## config.mk

```make
export PLATFORM = sky130hd
export DESIGN_NAME = ssd_scan_scheduler
export DESIGN_NICKNAME = d
export VERILOG_FILES = /design/src/rtl/ssd_scan_scheduler.sv
export SDC_FILE = /design/constraint.sdc
export NUM_CORES = 1
export LEC_CHECK = 0
export CAP_MARGIN = 20
export CORE_MARGIN = 4
export CORE_UTILIZATION = 55
export DETAILED_ROUTE_END_ITERATION = 10
export PLACE_DENSITY = 0.75
export SYNTH_ARGS = -nofsm -noshare
export SYNTH_HDL_FRONTEND = slang
export SYNTH_SLANG_ARGS = --single-unit
```

## constraint.sdc

```tcl
create_clock -name clk -period 4 [get_ports clk]
set_input_delay 0.4 -clock clk [delete_from_list [all_inputs] [get_ports clk]]
set_output_delay 0.4 -clock clk [all_outputs]
set_load 0.05 [all_outputs]
```

## src/rtl/ssd_scan_scheduler.sv

```systemverilog
// ssd_scan_scheduler: eight-digit seven-segment scan driver shared by two
// 16-bit counters. Each frame both counters are snapshotted, converted to BCD
// by a sequential double-dabble engine, and shown one digit per slot.
module ssd_scan_scheduler #(
   parameter int unsigned DIGIT_TICKS = 100000
) (
   input  logic        clk,
   input  logic        reset_n,
   input  logic [15:0] num_a,
   input  logic [15:0] num_b,
   input  logic        blank_lead,
   output logic [7:0]  anode,
   output logic [6:0]  ssd_out,
   output logic        dp,
   output logic        frame_done
);

   localparam int unsigned TW = (DIGIT_TICKS > 1) ? $clog2(DIGIT_TICKS) : 1;
   localparam logic [TW-1:0] TICK_LAST = TW'(DIGIT_TICKS - 1);

   typedef enum logic [2:0] {
      S_IDLE,
      S_CAPTURE,
      S_SHIFT_A,
      S_SHIFT_B,
      S_COMMIT
   } state_t;

   state_t        state_q, state_d;
   logic [TW-1:0] tick_q, tick_d;
   logic [2:0]    idx_q, idx_d;
   logic          start_q, start_d;
   logic [15:0]   shadow_a_q, shadow_a_d;
   logic [15:0]   shadow_b_q, shadow_b_d;
   logic [19:0]   acc_q, acc_d;
   logic [19:0]   bcd_a_q, bcd_a_d;
   logic [3:0]    bit_cnt_q, bit_cnt_d;
   logic [15:0]   disp_a_q, disp_a_d;
   logic [15:0]   disp_b_q, disp_b_d;
   logic          valid_q, valid_d;
   logic [7:0]    anode_q, anode_d;
   logic [6:0]    seg_q, seg_d;

   logic          slot_end;
   logic [19:0]   step_res;
   logic [15:0]   grp;
   logic [1:0]    pos;
   logic [3:0]    digit;
   logic          blank3, blank2, blank1, blanked;

   // One double-dabble iteration: add 3 to every nibble >= 5, then shift in the next bit.
   function automatic logic [19:0] dd_step(input logic [19:0] acc, input logic in_bit);
      logic [19:0] adj;
      adj = acc;
      for (int unsigned i = 0; i < 5; i++) begin
         if (adj[4*i +: 4] >= 4'd5) begin
            adj[4*i +: 4] = adj[4*i +: 4] + 4'd3;
         end
      end
      return {adj[18:0], in_bit};
   endfunction

   // Groups above 9999 (fifth BCD nibble set) display as 9999.
   function automatic logic [15:0] saturate(input logic [19:0] bcd);
      return (bcd[19:16] != 4'd0) ? 16'h9999 : bcd[15:0];
   endfunction

   // Active-low segment pattern {a,b,c,d,e,f,g} for one BCD digit.
   function automatic logic [6:0] seg_of(input logic [3:0] d);
      logic [6:0] s;
      case (d)
         4'd0:    s = 7'b0000001;
         4'd1:    s = 7'b1001111;
         4'd2:    s = 7'b0010010;
         4'd3:    s = 7'b0000110;
         4'd4:    s = 7'b1001100;
         4'd5:    s = 7'b0100100;
         4'd6:    s = 7'b0100000;
         4'd7:    s = 7'b0001111;
         4'd8:    s = 7'b0000000;
         4'd9:    s = 7'b0000100;
         default: s = 7'h7F;
      endcase
      return s;
   endfunction

   assign slot_end   = (tick_q == TICK_LAST);
   assign frame_done = slot_end && (idx_q == 3'd7);
   assign dp         = 1'b1;
   assign anode      = anode_q;
   assign ssd_out    = seg_q;

   // Scan counters: tick within slot, digit slot index wrapping 7 -> 0.
   always_comb begin
      tick_d = slot_end ? '0 : tick_q + 1'b1;
      idx_d  = slot_end ? idx_q + 3'd1 : idx_q;
   end

   // Conversion FSM next-state and datapath.
   always_comb begin
      state_d    = state_q;
      start_d    = start_q;
      shadow_a_d = shadow_a_q;
      shadow_b_d = shadow_b_q;
      acc_d      = acc_q;
      bcd_a_d    = bcd_a_q;
      bit_cnt_d  = bit_cnt_q;
      disp_a_d   = disp_a_q;
      disp_b_d   = disp_b_q;
      valid_d    = valid_q;
      step_res   = '0;
      case (state_q)
         S_IDLE: begin
            if (start_q || frame_done) begin
               state_d = S_CAPTURE;
               start_d = 1'b0;
            end
         end
         S_CAPTURE: begin
            shadow_a_d = num_a;
            shadow_b_d = num_b;
            acc_d      = '0;
            bit_cnt_d  = '0;
            state_d    = S_SHIFT_A;
         end
         S_SHIFT_A: begin
            step_res   = dd_step(acc_q, shadow_a_q[15]);
            acc_d      = step_res;
            shadow_a_d = {shadow_a_q[14:0], 1'b0};
            bit_cnt_d  = bit_cnt_q + 4'd1;
            if (bit_cnt_q == 4'd15) begin
               // The accumulator is reused for B, so park A's result first.
               bcd_a_d   = step_res;
               acc_d     = '0;
               bit_cnt_d = '0;
               state_d   = S_SHIFT_B;
            end
         end
         S_SHIFT_B: begin
            step_res   = dd_step(acc_q, shadow_b_q[15]);
            acc_d      = step_res;
            shadow_b_d = {shadow_b_q[14:0], 1'b0};
            bit_cnt_d  = bit_cnt_q + 4'd1;
            if (bit_cnt_q == 4'd15) begin
               bit_cnt_d = '0;
               state_d   = S_COMMIT;
            end
         end
         S_COMMIT: begin
            disp_a_d = saturate(bcd_a_q);
            disp_b_d = saturate(acc_q);
            valid_d  = 1'b1;
            state_d  = S_IDLE;
         end
         default: state_d = S_IDLE;
      endcase
   end

   // Display decode: built from next-state slot/data so the registered outputs
   // track a slot change or a commit with no extra cycle of lag.
   always_comb begin
      grp     = idx_d[2] ? disp_b_d : disp_a_d;
      pos     = idx_d[1:0];
      digit   = grp[{pos, 2'b00} +: 4];
      blank3  = blank_lead && (grp[15:12] == 4'd0);
      blank2  = blank3 && (grp[11:8] == 4'd0);
      blank1  = blank2 && (grp[7:4] == 4'd0);
      case (pos)
         2'd3:    blanked = blank3;
         2'd2:    blanked = blank2;
         2'd1:    blanked = blank1;
         default: blanked = 1'b0;
      endcase
      anode_d = anode_q;
      seg_d   = seg_q;
      if (slot_end || (state_q == S_COMMIT)) begin
         if (valid_d) begin
            anode_d = ~(8'h01 << idx_d);
            seg_d   = blanked ? 7'h7F : seg_of(digit);
         end else begin
            anode_d = 8'hFF;
            seg_d   = 7'h7F;
         end
      end
   end

   // State and output registers.
   always_ff @(posedge clk or negedge reset_n) begin
      if (!reset_n) begin
         state_q    <= S_IDLE;
         tick_q     <= '0;
         idx_q      <= '0;
         start_q    <= 1'b1;
         shadow_a_q <= '0;
         shadow_b_q <= '0;
         acc_q      <= '0;
         bcd_a_q    <= '0;
         bit_cnt_q  <= '0;
         disp_a_q   <= '0;
         disp_b_q   <= '0;
         valid_q    <= 1'b0;
         anode_q    <= 8'hFF;
         seg_q      <= 7'h7F;
      end else begin
         state_q    <= state_d;
         tick_q     <= tick_d;
         idx_q      <= idx_d;
         start_q    <= start_d;
         shadow_a_q <= shadow_a_d;
         shadow_b_q <= shadow_b_d;
         acc_q      <= acc_d;
         bcd_a_q    <= bcd_a_d;
         bit_cnt_q  <= bit_cnt_d;
         disp_a_q   <= disp_a_d;
         disp_b_q   <= disp_b_d;
         valid_q    <= valid_d;
         anode_q    <= anode_d;
         seg_q      <= seg_d;
      end
   end

endmodule

```

Word level (Yosys, flattened, before mapping) --
Memory sizes are Yosys's and may differ from the RTL's. Cells that the tools add are included.
Storage, ports and cells: register bits 148, memory bits (read-only) 112, bits of input ports 35, word-level logic and storage cells 91, memories kept 1
Memory list:
- (no name shown) | words 16, bits a word 7, read ports 1, clocked after memory_dff 0, wr ports 0, RTL line 71 | case (d)
Cells by class: add/subtract/negate cells 8, $lt $le $gt $ge 5, equality and inequality tests 13, shift operators 2, multiplexer cells 27, bitwise logic cells 1, reductions and logical operators 20
Operators with widths (count):
- $mux W16 | 5
- $pmux W16 S2 | 2
- $pmux W20 S3 | 1
- $ge A4 B3 Y1 const B | 5
- $mux W20 | 1
- $mux W4 | 5
- $add A17 B1 Y17 const B | 1
- $eq A17 B17 Y1 const B | 1
- $mux W17 | 1
- $add A4 B2 Y4 const B | 4
- $shiftx A16 B5 Y4 | 1
- $mux W3 | 5
- $mux W7 | 2
- $logic_not A4 Y1 | 3
- $pmux W3 S4 | 1
- $mux W8 | 1
- $not A8 Y8 | 1
- $pmux W4 S2 | 1
- $reduce_bool A4 Y1 | 2
- $shl A1 B3 Y8 const A | 1
- $eq A3 B2 Y1 const B | 2
- $eq A3 B3 Y1 const B | 2
- $ne A2 B2 Y1 const B | 3
- $reduce_bool A2 Y1 | 3
- 16 further kinds | 22

Depth between registers and ports, before layout --
Gate-level depths: netlist (run 1).
depth after elaboration 11, depth in mapped cells 14, mapped depth without buffers 13

Worst setup path after synthesis (run 1) --
No wires, ideal clock.
path kind register -> register, from register tick_q[12], to register seg_q[3], in the netlist ssd_out[3], library setup time 88 ps, arrival 3285 ps, required time 3912 ps, slack 626 ps, stages on the path, launching flop included 13, buffers on the path 1, clock period less this slack 3374 ps, cells stage by stage dfrtp_1 or4b_4 nor4_1 mux2i_1 inv_2 buf_2 mux2i_1 o22ai_1 nor3_1 inv_1 ha_1 o311ai_1 a31oi_1
Between the ends: cells in the longest elaborated chain, start to end 10
RTL lines:
- start: declaration | RTL line 30 | logic [TW-1:0] tick_q, tick_d;
- start signal: assignment | RTL line 206 | tick_q <= tick_d;
- $eq A17 B17 Y1 (*) | RTL line 87 | assign slot_end = (tick_q == TICK_LAST);
- $mux W3 (*) | RTL line 96 | idx_d = slot_end ? idx_q + 3'd1 : idx_q;
- named net idx_d[2] | RTL line 31 | logic [2:0] idx_q, idx_d;
- $mux W16 (*) | RTL line 162 | grp = idx_d[2] ? disp_b_d : disp_a_d;
- branches (longest 5 deep; another with $mem_v2 Z16 W7)
- $mux W7 (*) | RTL line 179 | seg_d = blanked ? 7'h7F : seg_of(digit);
- $mux W7 (*) | RTL line 177 | if (valid_d) begin
- end signal: assignment | RTL line 218 | seg_q <= seg_d;
- end: declaration | RTL line 42 | logic [6:0] seg_q, seg_d;
Mark *: on every way through the listed nets, which the timed path passes. A chain may end at the register's enable or synchronous reset.

Final worst setup path (run 1) --
from register tick_q[12], to register seg_q[2], in the netlist ssd_out[2]
Between the ends: cells in the longest elaborated chain, start to end 10
RTL lines (RTL line):
- $eq A17 B17 Y1 (*) | 87
- branches (longest 9 deep; another with $mem_v2 Z16 W7)
Mark *: on every way between the ends.

==> metrics, run 1 <==
status=complete, no violations; clock tree sinks=148; Core Region=0.0128 mm^2; critical path startpoint category=register; Die Y=123 um; vias per inst=5.80; WL final=15700 um; Hold Buf Count CTS=0; slew margin rel.=34.6%; Critical Path AT=4.02 ns; area occupied by multi-input gates=0.00329 mm^2; Seq/Total Area, Yosys=51.5%; critical path endpoint category=register; IO buf count=50; unrepaired setup endpoints after global routing=no; critical path class=reg -> reg; ANT nets after route=0; DRC Markers=0; Inserted Clock Buffers=17; starting density of the core=56.6%; Post-synth EDFFs=0; CTS tree=built; DP HPWL=11100 um; Async SR Flop Fraction=100%; crit-path leading delay family=simple AND/OR/NAND/NOR gates; n_diodes=0; critical path's slowest cell=or4b_4; top post-synthesis cells by area=dfrtp_1 (46%), o21ai_0 (6.6%), dfstp_2 (5.8%); Die ar.=0.0151 mm^2; final period demand of the worst path=3.69 ns; area leader, netlist=dfrtp_1; post-synth cell types=60; Fill cells=983; CTS Buffer Depth=2; Clock transition at path regs=0.06 ns; ratio of cells with drive above 1 in the final layout=10.2%; Die W=123 um; GRT Util Overall=23.0%; Largest stage delay, worst path=0.58 ns; Bufs and invs on worst path=1; area grow syn2layout=17.2%; Max Slew Vio Count=0; Hold Vio Cnt, Final=0; Non-Filler Instances=973; First-pass DRT Iterations=5; wire per inst=16.1 um; nets=846; global-route wire length before repair=27400 um; Lkg Pwr=3.58 nW; final design utilization=66.4%; H-tree levels=4; initial antenna violation count=0; Synth top area share=45.7%; top_reg_cell synth=dfrtp_1; number of synthesized register bits=148; syn nets=799; R2R cell count=9; max_cap viols=0; Worst-Skew Late Latency=0.42 ns; pwr/cell area=354 mW/mm^2; Levels on crit path=9; Worst Skew=0.00642 ns; Syn. warnings=0; CP Max Fanout=16; clock root buffer=clkbuf_16; Placed Cells incl. Taps=942; setup tns final=0 ns; Critical Path RT=4.32 ns; Syn Area/Cell=9.74 um^2; DRT iter0 DRCs=464; Via Count=5644; vias in the first global route=5738; endpoints failing setup=0; I/O pin cnt=52; Mapped Area=0.00723 mm^2; Placer Congestion=0.848; crit path cell chain=or4b_4 -> nor4_2 -> mux2i_1 -> inv_2 -> or4_1 -> and3_1 -> o31ai_1 -> a21boi_0 -> a211oi_1; fmax=0.271 GHz; peak supply drop=0.285 mV; Final period util=92.3%; Mapped Cells=743; row count=41; HP Class=in -> async; grt total ovfl=0; Worst Tran Pin Value=0.980 ns; Sequential Area=0.00372 mm^2; largest net degree at the start of global routing=92
[timing repair]
item	CTS	global route
gates resized for setup	0	1
setup buffers	0	0
setup endpoints to repair	0	1
[path summary, 6_finish.rpt]
kind	startpoint	end	slack [ns]
max in group asynchronous	reset_n	start_q$_DFFE_PN1P_	2.97
min	reset_n	tick_q[4]$_DFF_PN0_	0.03
min reg2reg	start_q$_DFFE_PN1P_	start_q$_DFFE_PN1P_	0.46
max reg2reg	tick_q[12]$_DFF_PN0_	ssd_out[2]$_DFFE_PN1P_	0.31
max	tick_q[12]$_DFF_PN0_	ssd_out[2]$_DFFE_PN1P_	0.31
min in group clk	start_q$_DFFE_PN1P_	start_q$_DFFE_PN1P_	0.46
[metrics by stage]
stage          total power [mW]  worst slack (ns)  hold slack [ns]  cell area, um^2
2_1_floorplan              1.53             0.626            0.104             7230
3_3_place_gp               1.59             0.472            0.446             7920
3_5_place_dp               1.60             0.326            0.455             7920
4_1_cts                    3.02             0.285           0.0744             8450
5_1_grt                    3.10            0.0171           0.0995             8480
6_report                   3.00             0.306           0.0339             8480
[cells in the mapped netlist (2+ instances only)]
cell and instances:
a21boi_0 2, a22o_1 15, dfstp_2 16, o22ai_1 3
nand2b_1 9, nor4_4 2, nor4_1 6, a21o_1 2
mux2i_1 38, nand4_1 2, mux2_2 7, xnor2_1 11
buf_4 2, o22a_1 10, or4_1 3, nor2b_1 5
and3_1 6, xor2_1 11, dfrtp_1 132, a2111oi_0 3
clkbuf_1 29, nor3b_1 8, nor2_1 58, buf_2 3
buf_1 5, and2_1 2, nand2_1 112, a211oi_1 2
ha_1 21, inv_1 18, a21oi_1 31, nor3_1 16
a31oi_1 13, nand3_1 19, o21ai_0 96
[report_power, final]
part | leakage [nW] | total (mW) | switching [mW] | internal (mW)
sequential | 1.83 | 1.50 | 0 | 1.50
combinational | 1.48 | 0.0693 | 0.0366 | 0.0327
clock | 0.269 | 1.43 | 0.569 | 0.862
[area by class of cell]
| type | count | share of cell area (%) |
|---|---|---|
| well taps | 172 | 2.54 |
| multi-input cells | 537 | 38.8 |
| clock inverters | 5 | 0.295 |
| repair buffers | 67 | 7.66 |
| flip-flops and latches | 148 | 43.9 |
| clock buffers | 25 | 5.96 |
| inverters | 19 | 0.841 |
[layout by cell type (no fill, tap or decap), types with 3 or more instances in the layout]
| cell type | count |
|---|---|
| dfrtp_1 | 132 |
| nand2_1 | 112 |
| o21ai_0 | 96 |
| nor2_1 | 58 |
| clkdlybuf4s50_1 | 49 |
| mux2i_1 | 38 |
| a21oi_1 | 31 |
| ha_1 | 21 |
| nand3_1 | 19 |
| inv_1 | 18 |
| clkbuf_16 | 17 |
| nor3_1 | 16 |
| dfstp_2 | 16 |
| buf_4 | 16 |
| a22o_1 | 15 |
| a31oi_1 | 13 |
| xor2_1 | 11 |
| xnor2_1 | 11 |
| o22a_1 | 10 |
| nand2b_1 | 9 |
| nor3b_1 | 8 |
| mux2_2 | 7 |
| and3_1 | 6 |
| nor4_1 | 5 |
| clkbuf_8 | 5 |
| clkinv_2 | 5 |
| nor2b_1 | 4 |
| or4_1 | 3 |
| o22ai_1 | 3 |
| a2111oi_0 | 3 |
| clkbuf_1 | 3 |
[sequential cells by signal, indices dropped and copies added (netlist names)]
signal,cells
disp_a_q,16
idx_q,3
acc_q,20
anode,8
disp_b_q,16
state_q,3
valid_q,1
ssd_out,7
shadow_b_q,16
bit_cnt_q,4
tick_q,17
bcd_a_q,20
shadow_a_q,16
start_q,1
[routing by layer]
metal	up-vias	global-route usage, %	part of all wire (%)
li1	2693	-	-
met1	2773	30.3	44
met2	156	37.5	49
met3	22	5.39	5.3
met4	0	7.77	1.6
met5	-	0	0
[kinds of logic (layout without fill, tap and decap cells)]
kind of cell	after synthesis	after routing	share of synthesized area, %
other	1	1	0.0518
AND/OR/NAND/NOR	257	257	16.8
multiplexers	45	45	6.35
flip-flops	148	148	51.5
adder cells (fa/ha/maj)	21	21	3.63
AO/OA/AOI/OAI	191	191	15.9
XOR/XNOR	22	22	2.66
buffers and inverters	58	116	3.17
No activity file was read; power rests on OpenSTA's default activity.
==> run 2: changes to the inputs <==
--- a/config.mk
+++ b/config.mk
@@ -7,9 +7,9 @@
 export LEC_CHECK = 0
 export CAP_MARGIN = 20
 export CORE_MARGIN = 4
-export CORE_UTILIZATION = 55
+export CORE_UTILIZATION = 50
 export DETAILED_ROUTE_END_ITERATION = 10
-export PLACE_DENSITY = 0.75
+export PLACE_DENSITY = 0.7
 export SYNTH_ARGS = -nofsm -noshare
 export SYNTH_HDL_FRONTEND = slang
 export SYNTH_SLANG_ARGS = --single-unit
==> metrics, run 2 (synthesis gave the netlist of run 1 again) <==
status=complete, no violations (unchanged); clock tree sinks=148 (unchanged); Sw Ratio=18.9% (was 20.2%); DRT iter0 DRCs=375 (was 464); Non-Filler Instances=985 (was 973); Levels on crit path=9 (unchanged); crit path cell chain=or4b_4 -> nor4_1 -> mux2i_1 -> inv_2 -> or4_1 -> and3_1 -> o31ai_1 -> a21boi_0 -> a211oi_1 (was or4b_4 -> nor4_2 -> mux2i_1 -> inv_2 -> or4_1 -> and3_1 -> o31ai_1 -> a21boi_0 -> a211oi_1); ANT nets after route=0 (unchanged); Die ar.=0.0165 mm^2 (was 0.0151 mm^2); area grow syn2layout=18.7% (was 17.2%); Fill cells=1165 (was 983); largest net degree at the start of global routing=91 (was 92); starting density of the core=51.5% (was 56.6%); setup tns final=0 ns (unchanged); Via Count=5595 (was 5644); max_cap viols=0 (unchanged); critical path endpoint category=register (unchanged); Largest stage delay, worst path=0.58 ns (about the same); peak supply drop=0.304 mV (was 0.285 mV); First-pass DRT Iterations=5 (unchanged); CTS Buffer Depth=2 (unchanged); slew margin rel.=34.4% (was 34.6%); Placed Cells incl. Taps=953 (was 942); RR Endpoint=ssd_out[0]$_DFFE_PN1P_ (was ssd_out[2]$_DFFE_PN1P_); nets=848 (was 846); Hold Vio Cnt, Final=0 (unchanged); Core Region=0.0140 mm^2 (was 0.0128 mm^2); WL final=15800 um (was 15700 um); DRC Markers=0 (unchanged); Critical Path AT=4.00 ns (was 4.02 ns); final period demand of the worst path=3.68 ns (was 3.69 ns); GRT Util Overall=20.8% (was 23.0%); Bufs and invs on worst path=1 (unchanged); vias per inst=5.68 (was 5.80); grt total ovfl=0 (unchanged); critical path's slowest cell=or4b_4 (unchanged); IO buf count=50 (unchanged); CP Max Fanout=14 (was 16); pwr/cell area=381 mW/mm^2 (was 354 mW/mm^2); Die W=128 um (was 123 um); Lkg Pwr=3.62 nW (was 3.58 nW); Placer Congestion=0.884 (was 0.848); Clock transition at path regs=0.06 ns (about the same); fmax=0.272 GHz (was 0.271 GHz); unrepaired setup endpoints after global routing=no (unchanged); Die Y=128 um (was 123 um); ratio of cells with drive above 1 in the final layout=10.6% (was 10.2%); Max Slew Vio Count=0 (unchanged); largest registers=acc_q: 20 flops, bcd_a_q: 20 flops, tick_q: 17 flops (unchanged); setup bufs post-CTS=0 (unchanged); Clk pwr share=52.0% (was 47.7%); Worst Tran Pin Value=0.983 ns (was 0.980 ns); critical path startpoint category=register (unchanged); endpoints failing setup=0 (unchanged); HP Class=in -> async (unchanged); Critical Path RT=4.32 ns (about the same); Hold Buf Count CTS=0 (unchanged); switching power=0.617 mW (was 0.606 mW); H-tree levels=4 (unchanged); crit-path leading delay family=simple AND/OR/NAND/NOR gates (unchanged); vias in the first global route=5764 (was 5738); Reg power frac=45.9% (was 50.0%); Comb pwr share=2.1% (was 2.3%); I/O pin cnt=52 (unchanged); most common cell after layout, fill and taps aside=dfrtp_1 (unchanged); cts repair resizes=0 (unchanged); R2R cell count=9 (unchanged); Reg2Reg Setup Slack=0.32 ns (was 0.31 ns); Power Internal=2.65 mW (was 2.39 mW); CTS tree=built (unchanged); global-route wire length before repair=27600 um (was 27400 um); n_diodes=0 (unchanged); Worst setup endpoint=ssd_out[0]$_DFFE_PN1P_ (was ssd_out[2]$_DFFE_PN1P_); Inserted Clock Buffers=17 (unchanged); initial antenna violation count=0 (unchanged); clock root buffer=clkbuf_16 (unchanged); Setup crit start=tick_q[12]$_DFF_PN0_ (unchanged); Final period util=92.0% (was 92.3%); row count=43 (was 41); Worst-Skew Late Latency=0.42 ns (about the same); r2r startpoint=tick_q[12]$_DFF_PN0_ (unchanged); Worst Skew=0.00525 ns (was 0.00642 ns); critical path class=reg -> reg (unchanged); wire per inst=16.0 um (was 16.1 um); most frequent cells in the layout=dfrtp_1 (132), nand2_1 (112), o21ai_0 (96) (unchanged); DP HPWL=11100 um (about the same)
[run 2: cell count changes in the layout (fill, tap and decap cells not counted), sizes merged]
cell	before	now
bufinv	0	5
clkbuf	25	22
buf	18	20
[run 2: worst min path at each step]
stage / cells after the start / start / to / slack, ns
after global placement: 1 / start_q$_DFFE_PN1P_ / start_q$_DFFE_PN1P_ / 0.44
after CTS: 1 / reset_n / tick_q[8]$_DFF_PN0_ / 0.08
after detailed placement: 1 / start_q$_DFFE_PN1P_ / start_q$_DFFE_PN1P_ / 0.45
final: 1 / reset_n / tick_q[11]$_DFF_PN0_ / 0.04
after global routing: 1 / reset_n / tick_q[11]$_DFF_PN0_ / 0.1
after floorplan: 0 / reset_n / acc_q[0]$_DFFE_PN0P_ / 0.10
[run 2: worst register-to-register path, delay by kind of cell, from the launching register on]
family,cells,cell delay (ns)
AND/OR/NAND/NOR,4,1.73
AO/OA/AOI/OAI,3,0.94
flip-flops,1,0.43
multiplexers,1,0.31
buffers and inverters,1,0.17
[run 2: final cells by class]
type | count | area (um^2) | share of cell area, %
sequential | 148 | 3720 | 43.4
multi-input combinational | 537 | 3290 | 38.3
clock inverter | 10 | 179 | 2.08
inverter | 19 | 71.3 | 0.831
clock buffer | 22 | 454 | 5.29
tap | 180 | 225 | 2.62
timing repair buffer | 69 | 644 | 7.51
[run 2: power groups by stage]
stage	logic (mW)	clock network (mW)	registers, mW
after floorplan	0.00684	0	1.53
after global placement	0.0703	0	1.52
after detailed placement	0.0713	0	1.52
after CTS	0.0716	1.74	1.50
after global routing	0.0780	1.81	1.50
final	0.0686	1.70	1.50
[run 2: per-stage QoR]
stage | cell area (um^2) | hold slack [ns] | total power [mW] | util, % | worst slack [ns]
floorplan | 7230 | 0.104 | 1.53 | - | 0.626
global placement | 7950 | 0.445 | 1.60 | 56.6 | 0.457
detailed placement | 7950 | 0.454 | 1.60 | 56.6 | 0.324
CTS | 8580 | 0.0796 | 3.31 | 61.1 | 0.290
global route | 8580 | 0.0987 | 3.39 | 61.1 | 0.0928
finish | 8580 | 0.0369 | 3.27 | 61.1 | 0.319
[run 2: per-layer routing]
layer	global-route usage, %	wire length (um)
met5	0	0
met4	7.18	298
met3	5.25	831
met2	34.2	7850
met1	26.7	6820
==> run 3: changes to the inputs <==
--- a/config.mk
+++ b/config.mk
@@ -6,10 +6,11 @@
 export NUM_CORES = 1
 export LEC_CHECK = 0
 export CAP_MARGIN = 20
+export CORE_ASPECT_RATIO = 1.2
 export CORE_MARGIN = 4
 export CORE_UTILIZATION = 50
 export DETAILED_ROUTE_END_ITERATION = 10
-export PLACE_DENSITY = 0.7
+export PLACE_DENSITY_LB_ADDON = 0.1
 export SYNTH_ARGS = -nofsm -noshare
 export SYNTH_HDL_FRONTEND = slang
 export SYNTH_SLANG_ARGS = --single-unit
==> constraint.sdc (replaced) <==
create_clock -name clk -period 4 [get_ports clk]
set_input_delay 0.4 -clock clk [delete_from_list [all_inputs] [get_ports clk]]
set_output_delay 0.4 -clock clk [all_outputs]
set_load 0.02 [all_outputs]
==> metrics, run 3 (synthesis gave the netlist of run 1 again) <==
status=complete, no violations (unchanged); cts repair resizes=0 (unchanged); H-tree levels=4 (unchanged); Placer Congestion=0.829 (was 0.884); vias in the first global route=5491 (was 5764); IO buf count=50 (unchanged); n_diodes=0 (unchanged); ANT nets after route=0 (unchanged); most common cell after layout, fill and taps aside=dfrtp_1 (unchanged); wire per inst=15.5 um (was 16.0 um); nets=847 (was 848); Lkg Pwr=3.60 nW (was 3.62 nW); starting density of the core=51.7% (was 51.5%); critical path class=reg -> reg (unchanged); final period demand of the worst path=3.67 ns (was 3.68 ns); clock tree sinks=148 (unchanged); Fill cells=1209 (was 1165); GRT Util Overall=19.3% (was 20.8%); most frequent cells in the layout=dfrtp_1 (132), nand2_1 (112), o21ai_0 (96) (unchanged); Critical Path RT=4.33 ns (was 4.32 ns); Die W=118 um (was 128 um); endpoints failing setup=0 (unchanged); global-route wire length before repair=26300 um (was 27600 um); setup bufs post-CTS=0 (unchanged); Critical Path AT=4.00 ns (about the same); Clock transition at path regs=0.06 ns (about the same); CP Max Fanout=14 (unchanged); max_cap viols=0 (unchanged); Final period util=91.9% (was 92.0%); largest registers=acc_q: 20 flops, bcd_a_q: 20 flops, tick_q: 17 flops (unchanged); HP Class=in -> async (unchanged); Max Slew Vio Count=0 (unchanged); Worst-Skew Late Latency=0.42 ns (about the same); R2R cell count=9 (unchanged); clock root buffer=clkbuf_16 (unchanged); WL final=15100 um (was 15800 um); Via Count=5458 (was 5595); row count=47 (was 43); grt total ovfl=0 (unchanged); peak supply drop=0.223 mV (was 0.304 mV); I/O pin cnt=52 (unchanged); Hold Vio Cnt, Final=0 (unchanged); setup tns final=0 ns (unchanged); CTS Buffer Depth=2 (unchanged); initial antenna violation count=0 (unchanged); largest net degree at the start of global routing=97 (was 91); slew margin rel.=37.1% (was 34.4%); Worst Tran Pin Value=0.944 ns (was 0.983 ns); Hold Buf Count CTS=0 (unchanged); Placed Cells incl. Taps=943 (was 953); DP HPWL=10600 um (was 11100 um); Inserted Clock Buffers=17 (unchanged); ratio of cells with drive above 1 in the final layout=10.6% (about the same); critical path startpoint category=register (unchanged); DRC Markers=0 (unchanged); CTS tree=built (unchanged); DRT iter0 DRCs=263 (was 375); Die Y=140 um (was 128 um); Core Region=0.0140 mm^2 (about the same); vias per inst=5.60 (was 5.68); area grow syn2layout=17.8% (was 18.7%); critical path endpoint category=register (unchanged); First-pass DRT Iterations=6 (was 5); Die ar.=0.0165 mm^2 (about the same); unrepaired setup endpoints after global routing=no (unchanged); pwr/cell area=368 mW/mm^2 (was 381 mW/mm^2); Non-Filler Instances=975 (was 985); fmax=0.272 GHz (about the same); Worst Skew=0.0135 ns (was 0.00525 ns)
## run 3: cell count changes in the layout (fill, tap and decap cells not counted), sizes merged
cell,before,now
bufinv,5,2
clkinv,5,6
clkinvlp,0,1
clkbuf,22,23
buf,20,19
## run 3: report_power, final
| group | internal [mW] | switching (mW) |
|---|---|---|
| combinational | 0.0327 | 0.0348 |
| clock | 0.979 | 0.593 |
| sequential | 1.50 | 0 |
| total | 2.51 | 0.628 |
## run 3: worst paths after layout
check,from,endpoint,slack [ns]
max in group asynchronous,reset_n,start_q$_DFFE_PN1P_,2.97
min in group clk,start_q$_DFFE_PN1P_,start_q$_DFFE_PN1P_,0.47
worst min-delay path,reset_n,tick_q[7]$_DFF_PN0_,0.04
worst min register to register,start_q$_DFFE_PN1P_,start_q$_DFFE_PN1P_,0.47
worst max register to register,tick_q[12]$_DFF_PN0_,ssd_out[2]$_DFFE_PN1P_,0.33
worst max-delay path,tick_q[12]$_DFF_PN0_,ssd_out[2]$_DFFE_PN1P_,0.33
## run 3: cell type report
cell class / instances / area, um^2 / area share (%)
tap: 171 / 214 / 2.51
clock buffer: 23 / 488 / 5.73
sequential: 148 / 3720 / 43.7
timing repair buffer: 68 / 637 / 7.48
multi-input combinational: 537 / 3280 / 38.5
clock inverter: 9 / 101 / 1.19
inverter: 19 / 71.3 / 0.837
## run 3: through the flow
stage               hold slack (ns)  instance area, um^2  power, mW  util, %  worst slack (ns)
floorplan                     0.104                 7230       1.53        -             0.626
global placement              0.445                 7930       1.59     56.7             0.480
detailed placement            0.464                 7930       1.60     56.7             0.354
CTS                          0.0898                 8520       3.18     60.9             0.331
global route                  0.131                 8520       3.26     60.9            0.0498
finish                       0.0392                 8520       3.14     60.9             0.326
## run 3: metal layers
layer | vias to the layer above | wire, um | track usage, %
li1 | 2715 | - | -
met4 | 0 | 205 | 6.67
met2 | 95 | 7300 | 31.5
met3 | 14 | 500 | 4.42
met5 | - | 0 | 0
met1 | 2634 | 7070 | 25.4
## run 3: critical path, stage by stage (launching register included)
cell      delay, ns
dfrtp_1        0.42
or4b_4         0.58
nor4_1         0.45
mux2i_1        0.32
inv_2          0.17
or4_1          0.54
and3_1         0.20
o31ai_1        0.42
a21boi_0       0.21
a211oi_1       0.27
